$ cat src/rtl/regfile_wb_arbiter_pkg.sv
// Shared constants and types for the register-file write-back arbiter.
package regfile_pkg;
    localparam int WIDTH = 32;
    localparam int NREG  = 32;
    localparam int AW    = 5;

    localparam logic [AW-1:0] ZERO_REG = '0;

    typedef enum logic {
        SRC0 = 1'b0,
        SRC1 = 1'b1
    } wb_src_t;
endpackage

$ cat src/rtl/regfile_wb_arbiter_if.sv
// Bundle of issue, write-back request and register-file port signals.
interface regfile_wb_arbiter_if;
    import regfile_pkg::*;

    logic             issue_valid;
    logic [AW-1:0]    issue_rd;
    logic             issue_ready;

    // A transfer happens at a rising edge where valid && ready; requesters
    // hold valid, rd and data stable until ready and never withdraw.
    logic             req0_valid;
    logic [AW-1:0]    req0_rd;
    logic [WIDTH-1:0] req0_data;
    logic             req0_ready;

    logic             req1_valid;
    logic [AW-1:0]    req1_rd;
    logic [WIDTH-1:0] req1_data;
    logic             req1_ready;

    logic             RegWrite;
    logic [AW-1:0]    A3;
    logic [WIDTH-1:0] WD;
    logic [NREG-1:0]  busy;

    // Round-robin pointer, exposed for observation.
    wb_src_t          last;

    modport master (
        output issue_valid, issue_rd,
        output req0_valid, req0_rd, req0_data,
        output req1_valid, req1_rd, req1_data,
        input  issue_ready, req0_ready, req1_ready,
        input  RegWrite, A3, WD, busy, last
    );

    modport slave (
        input  issue_valid, issue_rd,
        input  req0_valid, req0_rd, req0_data,
        input  req1_valid, req1_rd, req1_data,
        output issue_ready, req0_ready, req1_ready,
        output RegWrite, A3, WD, busy, last
    );
endinterface

$ cat src/rtl/regfile_wb_arbiter_rr_arb2.sv
// Two-way round-robin arbiter; `last` remembers the most recent winner.
module rr_arb2
    import regfile_pkg::*;
(
    input  logic       clk,
    input  logic       rst,
    input  logic [1:0] req,
    input  logic       advance,
    output logic [1:0] grant,
    output wb_src_t    last
);
    always_comb begin
        grant = req;
        if (req == 2'b11) begin
            grant = (last == SRC1) ? 2'b01 : 2'b10;
        end
    end

    // Reset to SRC1 so source 0 wins the first tie.
    always_ff @(posedge clk or posedge rst) begin
        if (rst) begin
            last <= SRC1;
        end else if (advance) begin
            last <= grant[1] ? SRC1 : SRC0;
        end
    end
endmodule

$ cat src/rtl/regfile_wb_arbiter.sv
// Write-back arbiter with registered register-file port and pending-write busy bits.
module regfile_wb_arbiter
    import regfile_pkg::*;
(
    input  logic                 CLK,
    input  logic                 RST,
    regfile_wb_arbiter_if.slave  bus
);
    logic [1:0]       grant;
    logic             xfer;
    wb_src_t          last;
    logic [AW-1:0]    win_rd;
    logic [WIDTH-1:0] win_data;

    logic             we_q;
    logic [AW-1:0]    a3_q;
    logic [WIDTH-1:0] wd_q;

    logic [NREG-1:0]  busy_q;
    logic [NREG-1:0]  busy_next;
    logic [NREG-1:0]  set_mask;
    logic [NREG-1:0]  clr_mask;
    logic             issue_ok;

    assign xfer = |grant;

    rr_arb2 u_arb (
        .clk     (CLK),
        .rst     (RST),
        .req     ({bus.req1_valid, bus.req0_valid}),
        .advance (xfer),
        .grant   (grant),
        .last    (last)
    );

    assign win_rd   = grant[1] ? bus.req1_rd   : bus.req0_rd;
    assign win_data = grant[1] ? bus.req1_data : bus.req0_data;

    always_ff @(posedge CLK or posedge RST) begin
        if (RST) begin
            we_q <= 1'b0;
            a3_q <= '0;
            wd_q <= '0;
        end else if (xfer) begin
            we_q <= (win_rd != ZERO_REG);
            a3_q <= win_rd;
            wd_q <= win_data;
        end else begin
            we_q <= 1'b0;
        end
    end

    assign issue_ok = !busy_q[bus.issue_rd] || (bus.issue_rd == ZERO_REG);

    // Clear lands on the same edge the register file captures WD; a
    // coincident set of the same index wins.
    always_comb begin
        set_mask = '0;
        clr_mask = '0;
        if (bus.issue_valid && issue_ok && (bus.issue_rd != ZERO_REG)) begin
            set_mask[bus.issue_rd] = 1'b1;
        end
        if (we_q) begin
            clr_mask[a3_q] = 1'b1;
        end
        busy_next    = (busy_q & ~clr_mask) | set_mask;
        busy_next[0] = 1'b0;
    end

    always_ff @(posedge CLK or posedge RST) begin
        if (RST) begin
            busy_q <= '0;
        end else begin
            busy_q <= busy_next;
        end
    end

    assign bus.req0_ready  = grant[0];
    assign bus.req1_ready  = grant[1];
    assign bus.issue_ready = issue_ok;
    assign bus.RegWrite    = we_q;
    assign bus.A3          = a3_q;
    assign bus.WD          = wd_q;
    assign bus.busy        = busy_q;
    assign bus.last        = last;
endmodule

$ cat src/flat_wrapper.sv
// flat-port wrapper written by rule: the top's interface ports become plain ports
module regfile_wb_arbiter_flat import regfile_pkg::*;
  (CLK, RST, bus_issue_valid, bus_issue_rd, bus_req0_valid, bus_req0_rd, bus_req0_data, bus_req1_valid, bus_req1_rd, bus_req1_data, bus_issue_ready, bus_req0_ready, bus_req1_ready, bus_RegWrite, bus_A3, bus_WD, bus_busy, bus_last);
  regfile_wb_arbiter_if bus_i ();
  input  logic CLK;
  input  logic RST;
  input wire logic [$bits(bus_i.issue_valid)-1:0] bus_issue_valid;
  input wire logic [$bits(bus_i.issue_rd)-1:0] bus_issue_rd;
  input wire logic [$bits(bus_i.req0_valid)-1:0] bus_req0_valid;
  input wire logic [$bits(bus_i.req0_rd)-1:0] bus_req0_rd;
  input wire logic [$bits(bus_i.req0_data)-1:0] bus_req0_data;
  input wire logic [$bits(bus_i.req1_valid)-1:0] bus_req1_valid;
  input wire logic [$bits(bus_i.req1_rd)-1:0] bus_req1_rd;
  input wire logic [$bits(bus_i.req1_data)-1:0] bus_req1_data;
  output wire logic [$bits(bus_i.issue_ready)-1:0] bus_issue_ready;
  output wire logic [$bits(bus_i.req0_ready)-1:0] bus_req0_ready;
  output wire logic [$bits(bus_i.req1_ready)-1:0] bus_req1_ready;
  output wire logic [$bits(bus_i.RegWrite)-1:0] bus_RegWrite;
  output wire logic [$bits(bus_i.A3)-1:0] bus_A3;
  output wire logic [$bits(bus_i.WD)-1:0] bus_WD;
  output wire logic [$bits(bus_i.busy)-1:0] bus_busy;
  output wire logic [$bits(bus_i.last)-1:0] bus_last;
  assign bus_i.issue_valid = bus_issue_valid;
  assign bus_i.issue_rd = bus_issue_rd;
  assign bus_i.req0_valid = bus_req0_valid;
  assign bus_i.req0_rd = bus_req0_rd;
  assign bus_i.req0_data = bus_req0_data;
  assign bus_i.req1_valid = bus_req1_valid;
  assign bus_i.req1_rd = bus_req1_rd;
  assign bus_i.req1_data = bus_req1_data;
  assign bus_issue_ready = bus_i.issue_ready;
  assign bus_req0_ready = bus_i.req0_ready;
  assign bus_req1_ready = bus_i.req1_ready;
  assign bus_RegWrite = bus_i.RegWrite;
  assign bus_A3 = bus_i.A3;
  assign bus_WD = bus_i.WD;
  assign bus_busy = bus_i.busy;
  assign bus_last = bus_i.last;
  regfile_wb_arbiter u_core (.CLK(CLK), .RST(RST), .bus(bus_i));
endmodule
$ cat config.mk
export PLATFORM = sky130hd
export DESIGN_NAME = regfile_wb_arbiter_flat
export DESIGN_NICKNAME = d
export VERILOG_FILES = /design/src/rtl/regfile_wb_arbiter_pkg.sv /design/src/rtl/regfile_wb_arbiter_if.sv /design/src/rtl/regfile_wb_arbiter_rr_arb2.sv /design/src/rtl/regfile_wb_arbiter.sv /design/src/flat_wrapper.sv
export SDC_FILE = /design/constraint.sdc
export NUM_CORES = 1
export LEC_CHECK = 0
export BUFFER_PORTS_ARGS = -buffer_cell sky130_fd_sc_hd__buf_2
export CAP_MARGIN = 20
export CORE_ASPECT_RATIO = 0.5
export CORE_MARGIN = 1.5
export CORE_UTILIZATION = 45
export CTS_CLUSTER_SIZE = 24
export DETAILED_ROUTE_END_ITERATION = 10
export GPL_TIMING_DRIVEN = 0
export PLACE_DENSITY = 0.77
export SLEW_MARGIN = 40
export SYNTH_ARGS = -nofsm -noshare
export SYNTH_HDL_FRONTEND = slang
export SYNTH_HIERARCHICAL = 1
export SYNTH_SLANG_ARGS = --single-unit
export TNS_END_PERCENT = 5
$ cat constraint.sdc
create_clock -name CLK -period 4.2 [get_ports CLK]
set_input_delay 0.42 -clock CLK [delete_from_list [all_inputs] [get_ports CLK]]
set_output_delay 0.42 -clock CLK [all_outputs]
set_load 0.01 [all_outputs]
==> impl_metrics.tcl <==
set metrics [dict create \
    final.period_utilization 0.593 \
    drcViolationCount 0 \
    fin_nets 613 \
    synthArstFlopShare 1.00 \
    setup_ws_ps 1710 \
    io_pins 158 \
    cts_buffers 9 \
    postCtsHoldBufs 0 \
    fp.coreArea_mm2 0.00749 \
    tightest_slew_ps 590 \
    gp_congestion 0.812 \
    rsz0062_at_grt "false" \
    cts_resized 0 \
    initial_utilization 0.475 \
    diodes 0 \
    post-route-util 0.636 \
    first_pass_iters 5 \
    max-vdd-ir-drop_mv 0.224 \
    hold_viol_final 0 \
    synth-edff-count 0 \
    dieArea_mm2 0.00848 \
    drt_iter0_markers 239 \
    yosys.area.top_type "dfrtp_1" \
    netlist_instances 361 \
    grt_max_degree 49 \
    drive_above_1_share 0.370 \
    h-tree-depth 3 \
    critPathMaxFanout 10 \
    n_fill_cell 702 \
    worstSetupEndpointType "primary output" \
    max_freq_mhz 401 \
    synth_seq_cells 70 \
    arrival_ps 2070 \
    root_buffer "clkbuf_16" \
    grt_pass1_wl_mm 15.6 \
    required_ps 3780 \
    vias_per_cell 5.35 \
    power_mw 2.56 \
    clockBufferDepth 2 \
    finClkSkew_ps 8.73 \
    synthesis.area_mm2 0.00356 \
    track_usage 0.243 \
    areaGrowthSynthToFinish_pct 33.9 \
    clk_latency_ps 330 \
    routed_wl_mm 10.1 \
    powerDensity_mw_per_mm2 538 \
    dp_hpwl_mm 7.26 \
    cts_setup_buffers 0 \
    synth.top_cells.by_area "dfrtp_1, o21ai_0, mux2i_1, nand2_1, clkbuf_1" \
    wl_per_cell_um 15.7 \
    row_count 22 \
    max_cap_viol_count 0 \
    pre_cts_slack_ps 1800 \
    yosys.cell_count.top_type "o21ai_0" \
    min_path_type "primary input to asynchronous set/reset pin" \
    report.final.slew_viol_count 0 \
    ys_seq_area_frac 0.493 \
    synth_top_area_share 0.485 \
    crit_type "flop to primary output" \
    clk_pin_slew_ps 50 \
    synthTopCellsByCount "o21ai_0, dfrtp_1, nand2_1" \
    die_w_um 129 \
    synth_area_per_cell_um2 9.85 \
    synthDistinctLibCells 45 \
    ant_nets 0 \
    cts_tree "done" \
    start_kind "flop" \
    synth_ff_type "dfrtp_1" \
    numClockSinks 70 \
    grt_pass1_vias 3221 \
    layout_min_cycle_time_ps 2490 \
    p_leak_nw 2.24 \
    overflow 0 \
    vias 3425 \
    syn-num-nets 445 \
    die_y_um 65.9 \
    portBuffers 156 \
    worst_slew_margin_rel 0.601 \
    status "finished clean" \
    antenna_found_initial 0 \
    finalSetupTns_ps 0 \
    ys_warn_count 6 \
    setup_viol 0 \
]
cells by family after synthesis:
family          count (synthesis)  synth area share
other cells                     1           0.00105
buf+inv                        26            0.0331
simple gates                  104             0.147
mux                            51             0.163
compound gates                109             0.163
flops                          70             0.493
through the flow:
stage / hold slack (ps) / instances / cell area, µm²
after floorplan: 310 / 361 / 3560
after global placement: 427 / 625 / 4470
after detailed placement: 390 / 626 / 4510
after CTS: 39.9 / 640 / 4760
after global routing: 51.8 / 640 / 4760
final: 41.9 / 640 / 4760
final timing paths:
kind | cells after the start | startpoint | slack [ps] | to
setup reg to reg | 7 | u_core/u_arb/last | 2000 | u_core/u_arb/last
hold / removal | 2 | RST | 40 | u_core/bus.WD[20]
setup / recovery | 5 | u_core/bus.busy[29] | 1710 | bus_issue_ready
max in group asynchronous | 3 | RST | 3670 | u_core/bus.busy[13]
hold reg to reg | 2 | u_core/bus.busy[12] | 530 | u_core/bus.busy[12]
min in group CLK | 3 | bus_req1_data[23] | 300 | u_core/bus.WD[23]
routing by layer:
| metal | GRT usage | vias to the layer above | routed length [µm] |
|---|---|---|---|
| met4 | 0.0871 | 0 | 115 |
| met3 | 0.0631 | 13 | 688 |
| li1 | - | 1627 | - |
| met2 | 0.398 | 138 | 4890 |
| met1 | 0.315 | 1647 | 4370 |
| met5 | 0 | - | 0 |
registers in the layout (all words and copies together) (netlist names):
name,cells
u_core/bus.busy,31
u_core/u_arb/last,1
u_core/bus.A3,5
u_core/bus.WD,32
u_core/bus.RegWrite,1
placed cells by master, fill, tap and decap left out, types with 2 or more instances in the layout:
cell and n:
mux2_2 4, a21o_1 2, nand3_1 8, o21ai_0 94, nand2b_1 3, nor2_1 6, o21ai_1 4, nor3_1 2
nand3b_1 7, clkinv_2 2, and3b_1 2, and3_1 2, clkbuf_1 16, or4_1 2, inv_1 2, dfrtp_1 69
or3_1 2, nand2_1 58, buf_2 163, mux2i_1 42, clkbuf_16 9, mux4_1 2, mux4_2 2, or3b_2 2
or2_2 2
where the power goes:
part | internal (mW) | leakage [nW] | switching, mW
clock | 0.407 | 0.128 | 0.262
sequential | 0.888 | 0.818 | 0.151
combinational | 0.381 | 1.29 | 0.472
cell type report:
class	instances	area [µm²]	share of cell area
repair buffers	157	808	0.170
plain buffers	23	106	0.0223
flip-flops and latches	70	1750	0.368
inverters	3	16.3	0.00342
clock inverters	2	10.0	0.00210
multi-input cells	265	1690	0.354
clock buffers	12	246	0.0518
well taps	108	135	0.0284
worst max-delay path: stages (launching register included):
cell and delay, ps:
dfrtp_1 400, mux4_1 530, a22oi_2 260, nand2_2 180
nor4_2 200, buf_2 180
Power figures use the tool's default switching activity.
